===== src/rtl/hilo_unit.sv =====
// HI/LO register pair with MEM/WB write pipeline; commit in WB (3 cycles EX->arch), reads forwarded combinationally.
// Stall freezes MEM/WB without committing; flush kills EX/MEM entries but lets the WB entry commit.
module hilo_unit #(
  parameter int WIDTH = 32
) (
  input  logic               clk,
  input  logic               rst,
  input  logic               stall,
  input  logic               flush,
  input  logic [1:0]         ex_we_i,
  input  logic               ex_mthi_i,
  input  logic [2*WIDTH-1:0] ex_res_i,
  input  logic               rd_sel_i,
  output logic [WIDTH-1:0]   rd_data_o,
  output logic [WIDTH-1:0]   hi_o,
  output logic [WIDTH-1:0]   lo_o,
  output logic               commit_o
);

  logic [1:0]       r_mem_we, r_wb_we;
  logic [WIDTH-1:0] r_mem_hi, r_mem_lo, r_wb_hi, r_wb_lo;
  logic [WIDTH-1:0] r_hi, r_lo;
  logic             r_commit;

  logic [WIDTH-1:0] w_ex_hi, w_ex_lo;
  logic             w_advance, w_commit_en;
  logic [WIDTH-1:0] w_fwd_hi, w_fwd_lo;

  assign w_ex_hi     = ex_mthi_i ? ex_res_i[WIDTH-1:0] : ex_res_i[2*WIDTH-1:WIDTH];
  assign w_ex_lo     = ex_res_i[WIDTH-1:0];
  assign w_advance   = !stall && !flush;
  // The WB entry is past the precise-exception point, so a flush still retires it.
  assign w_commit_en = !stall || flush;

  always_ff @(posedge clk) begin
    if (rst) begin
      r_mem_we <= '0;
      r_mem_hi <= '0;
      r_mem_lo <= '0;
      r_wb_we  <= '0;
      r_wb_hi  <= '0;
      r_wb_lo  <= '0;
      r_hi     <= '0;
      r_lo     <= '0;
      r_commit <= 1'b0;
    end else begin
      if (flush) begin
        r_mem_we <= '0;
        r_wb_we  <= '0;
      end else if (w_advance) begin
        r_mem_we <= ex_we_i;
        r_mem_hi <= w_ex_hi;
        r_mem_lo <= w_ex_lo;
        r_wb_we  <= r_mem_we;
        r_wb_hi  <= r_mem_hi;
        r_wb_lo  <= r_mem_lo;
      end
      if (w_commit_en) begin
        if (r_wb_we[1]) r_hi <= r_wb_hi;
        if (r_wb_we[0]) r_lo <= r_wb_lo;
      end
      r_commit <= w_commit_en && (|r_wb_we);
    end
  end

  // Youngest in-flight writer wins, independently for each half.
  always_comb begin
    w_fwd_hi = r_hi;
    if (r_wb_we[1])  w_fwd_hi = r_wb_hi;
    if (r_mem_we[1]) w_fwd_hi = r_mem_hi;
    if (ex_we_i[1])  w_fwd_hi = w_ex_hi;
    w_fwd_lo = r_lo;
    if (r_wb_we[0])  w_fwd_lo = r_wb_lo;
    if (r_mem_we[0]) w_fwd_lo = r_mem_lo;
    if (ex_we_i[0])  w_fwd_lo = w_ex_lo;
  end

  assign rd_data_o = rd_sel_i ? w_fwd_hi : w_fwd_lo;
  assign hi_o      = r_hi;
  assign lo_o      = r_lo;
  assign commit_o  = r_commit;

endmodule


===== config.mk =====
export PLATFORM = sky130hd
export DESIGN_NAME = hilo_unit
export DESIGN_NICKNAME = d
export VERILOG_FILES = /design/src/rtl/hilo_unit.sv
export SDC_FILE = /design/constraint.sdc
export NUM_CORES = 1
export LEC_CHECK = 0
export BUFFER_PORTS_ARGS = -buffer_cell sky130_fd_sc_hd__clkbuf_2
export CAP_MARGIN = 20
export CORE_ASPECT_RATIO = 0.7
export CORE_MARGIN = 2
export CORE_UTILIZATION = 45
export CTS_CLUSTER_DIAMETER = 200
export DETAILED_ROUTE_END_ITERATION = 7
export GPL_ROUTABILITY_DRIVEN = 0
export PLACE_DENSITY_LB_ADDON = 0.15
export REMOVE_ABC_BUFFERS = 1
export SYNTH_ARGS = -nofsm -noshare
export SYNTH_HDL_FRONTEND = slang
export SYNTH_SLANG_ARGS = --single-unit

===== constraint.sdc =====
create_clock -name clk -period 1.5 [get_ports clk]
set_input_delay 0.225 -clock clk [delete_from_list [all_inputs] [get_ports clk]]
set_output_delay 0.225 -clock clk [all_outputs]
set_load 0.01 [all_outputs]

* After elaboration in Yosys (flattened, before gate mapping)
Cells that the tools add are included.
Word-level totals: output and inout bits 97, logic and storage cells 26, register bits 197
Operators by class: reductions and logical operators 8, bitwise operators 1, mux-type cells 8
Operator list (count):
- $mux 32 | 8
- $reduce_or 2->1 | 2
- $logic_and 1x1->1 | 2
- $logic_not 1->1 | 2
- $reduce_and 2->1 | 1
- $logic_or 1x1->1 | 1
- $not 1->1 | 1

* Logic depth before layout (Yosys ltp)
depth in word-level cells 4, gate-level depth with buffers 6, depth with buffers taken out 3

* Worst setup path before layout
OpenSTA, ideal clock, no wires.
path type reg2out, start point register r_wb_we[1], end point output port rd_data_o[17], arrival time 1.236 ns, required time 1.275 ns, stages on the path, launching flop included 6, path slack 0.039 ns, path through dfxtp_1 buf_6 buf_6 mux2_1 o211ai_1 a32oi_1
Between the ends: longest elaborated chain between the ends 4
RTL lines:
- from (decl) | RTL line 20 | logic [1:0] r_mem_we, r_wb_we;
- from (signal assigned) | RTL line 54 | r_wb_we <= r_mem_we;
- $mux 32
- $mux 32 | RTL line 70 | if (r_mem_we[1]) w_fwd_hi = r_mem_hi;
- $mux 32 | RTL line 71 | if (ex_we_i[1]) w_fwd_hi = w_ex_hi;
- $mux 32 | RTL line 78 | assign rd_data_o = rd_sel_i ? w_fwd_hi : w_fwd_lo;
- to (decl) | RTL line 14 | output logic [WIDTH-1:0] rd_data_o,
No other way between the ends.

* Worst setup path in the final report
start point register r_wb_we[1], end point output port rd_data_o[25]
Same word-level chain as after synthesis.

==> impl_metrics.json <==
{
  "ys_seq_area_frac": 0.404,
  "synth-seq-cells": 197,
  "max_freq_mhz": 476,
  "n_antenna_cell": 0,
  "worstSkewPairLatency_ns": 0.44,
  "post-route-period-util": 1.40,
  "ys_warn_count": 0,
  "final_nets": 1451,
  "cts_hold_buf": 0,
  "crit_path_end_kind": "primary output",
  "die_h_um": 127,
  "final_util": 0.568,
  "ys_types": 25,
  "antenna_found_initial": 0,
  "antenna_left": 0,
  "rsz0062_at_grt": "yes",
  "start_util": 0.454,
  "violations": "setup timing",
  "drt_wl_total_mm": 30.7,
  "arrival_ns": 1.88,
  "crit_type": "reg2out",
  "dr.pass1.iters": 5,
  "drive_gt1_frac": 0.273,
  "clockRootBuffer": "clkbuf_16",
  "ir_drop_uv": 753,
  "wl_per_cell_um": 18.3,
  "reg2regPathDepth": 6,
  "p_leak_uw": 0.00455,
  "synthCells": 1234,
  "dpl.hpwl_mm": 18.7,
  "path_max_fanout": 10,
  "period_minus_slack_ns": 2.10,
  "cts_tree": "built",
  "p_per_area_nw_per_um2": 963,
  "setup_ws_ns": -0.600,
  "netlist_area_um2": 9770,
  "grt_max_degree": 53,
  "min_path_cells": 3,
  "clock-sinks": 197,
  "port_buffers": 168,
  "cts.clk_slew.worst_paths_ns": 0.08,
  "cap_violations": 0,
  "cts-htree-levels": 4,
  "numCtsBuffers": 17,
  "slew_headroom": 0.657,
  "syn_avg_cell_area_um2": 7.92,
  "core_um2": 21500,
  "hold_slack_ns": 0.0268,
  "dieArea_um2": 22900,
  "worstHoldPathType": "in2reg",
  "required_ns": 1.27,
  "cts.path.max_buffers": 2,
  "tns_ns": -17.63,
  "grt_first_pass_wirelength_mm": 47.7,
  "grt_pass1_vias": 8652,
  "design_area_um2": 12200,
  "cp-start-kind": "flop",
  "drc_errors": 0,
  "drtIter0Drc": 804,
  "skew_ns": 0.0114,
  "groute.usage.overall": 0.261,
  "via_per_inst": 5.63,
  "hold_viol": 0,
  "finalSetupViolCount": 32,
  "rows": 45,
  "io_pins": 169,
  "areaGrowthSynthToFinish_pct": 25.0,
  "maxSlewViolCount": 0,
  "outcome": "finished with violations",
  "num_vias": 9420,
  "placement.cell_area_um2": 11300,
  "grt_overflow": 0,
  "worst_slew_pin_slew_ns": 0.514,
  "dieWidth_um": 180
}
-- cell usage after synthesis --
cell | count | area (um^2)
nand2_1 | 224 | 841
dfxtp_1 | 197 | 3940
a21oi_1 | 192 | 961
mux2_2 | 79 | 890
nand2b_1 | 65 | 407
nor2_1 | 65 | 244
nand3_1 | 64 | 320
o211ai_1 | 62 | 465
o21ai_0 | 56 | 280
buf_2 | 55 | 275
clkbuf_1 | 49 | 184
nor3_1 | 36 | 180
a32oi_1 | 32 | 280
mux2_1 | 17 | 191
buf_4 | 11 | 82.6
o21ai_1 | 8 | 40.0
buf_6 | 6 | 67.6
inv_1 | 4 | 15.0
mux2i_1 | 4 | 40.0
buf_1 | 2 | 7.51
o211ai_2 | 2 | 25.0
a211oi_1 | 1 | 7.51
clkbuf_2 | 1 | 5.00
nor2b_2 | 1 | 8.76
or2_1 | 1 | 6.26
-- power breakdown --
| part | switching [uW] | leakage, uW | internal, uW |
|---|---|---|---|
| Combinational | 833 | 0.00265 | 601 |
| Sequential | 96.3 | 0.00160 | 5360 |
| Clock | 2170 | 0.000298 | 2690 |
-- path summary, 6_finish.rpt --
path,startpoint,endpoint,slack [ns]
worst max register to register,r_wb_we[1]$_SDFFE_PP0P_,hi_o[27]$_SDFFE_PP0P_,0.09
worst max-delay path,r_wb_we[1]$_SDFFE_PP0P_,rd_data_o[25],-0.60
worst min-delay path,ex_res_i[9],r_mem_lo[9]$_SDFFE_PP0P_,0.03
worst min register to register,r_mem_hi[23]$_SDFFE_PP0P_,r_wb_hi[23]$_SDFFE_PP0P_,0.45
-- timing repair --
action | 4_1_cts | 5_1_grt
setup buffers | 4 | 9
endpoints found under the setup margin | 32 | 33
resized for setup | 20 | 16
cloned | 3 | 2
pin swaps | 3 | 10
-- metrics by stage --
step / total power [uW] / setup WS (ns) / instances
after floorplan: 6200 / -2.99 / 1110
after global placement: 6970 / -0.161 / 1625
after detailed placement: 6990 / -0.177 / 1625
after CTS: 11800 / -0.608 / 1664
after global routing: 12200 / -0.670 / 1674
final: 11800 / -0.600 / 1674
-- logic make-up (layout without fill, tap and decap cells) --
logic type      count (synthesis)  count (layout)  synth area share
compound gates                353             353             0.211
flops                         197             197             0.404
simple gates                  456             456             0.205
mux                           100             100             0.115
buf+inv                       128             286            0.0652
-- cells in the final DEF, fill, tap and decap left out, drive strengths merged, types with 9 or more instances in the layout --
cell / instances
nand2: 224
dfxtp: 197
a21oi: 192
clkbuf: 182
mux2: 96
buf: 84
nand2b: 65
nor2: 65
nand3: 64
o211ai: 64
o21ai: 64
nor3: 36
a32oi: 32
inv: 9
-- layer usage --
metal	global-route usage	vias to the layer above	routed length [um]
met5	0	-	0
met2	0.416	314	13600
li1	-	4602	-
met3	0.0502	27	1950
met4	0.0574	0	334
met1	0.369	4477	14800
-- sequential cells by signal, summed over array words and instances (netlist names) --
register,count
r_mem_hi,32
commit_o,1
r_mem_we,2
r_mem_lo,32
lo_o,32
hi_o,32
r_wb_we,2
r_wb_lo,32
r_wb_hi,32
-- critical path, cell delays in order, from the launching register on --
cell,delay (ns)
dfxtp_4,0.43
buf_12,0.17
mux2_4,0.30
o211ai_1,0.20
a32oi_2,0.17
clkbuf_2,0.16
-- area by class of cell --
cell class / instances / area, um^2
fill: 2042 / 9300
multi-input combinational: 909 / 5290
sequential: 197 / 3950
timing repair buffer: 250 / 1990
clock buffer: 18 / 439
tap: 282 / 353
clock inverter: 14 / 173
inverter: 4 / 15.0
Power figures use the tool's default switching activity.
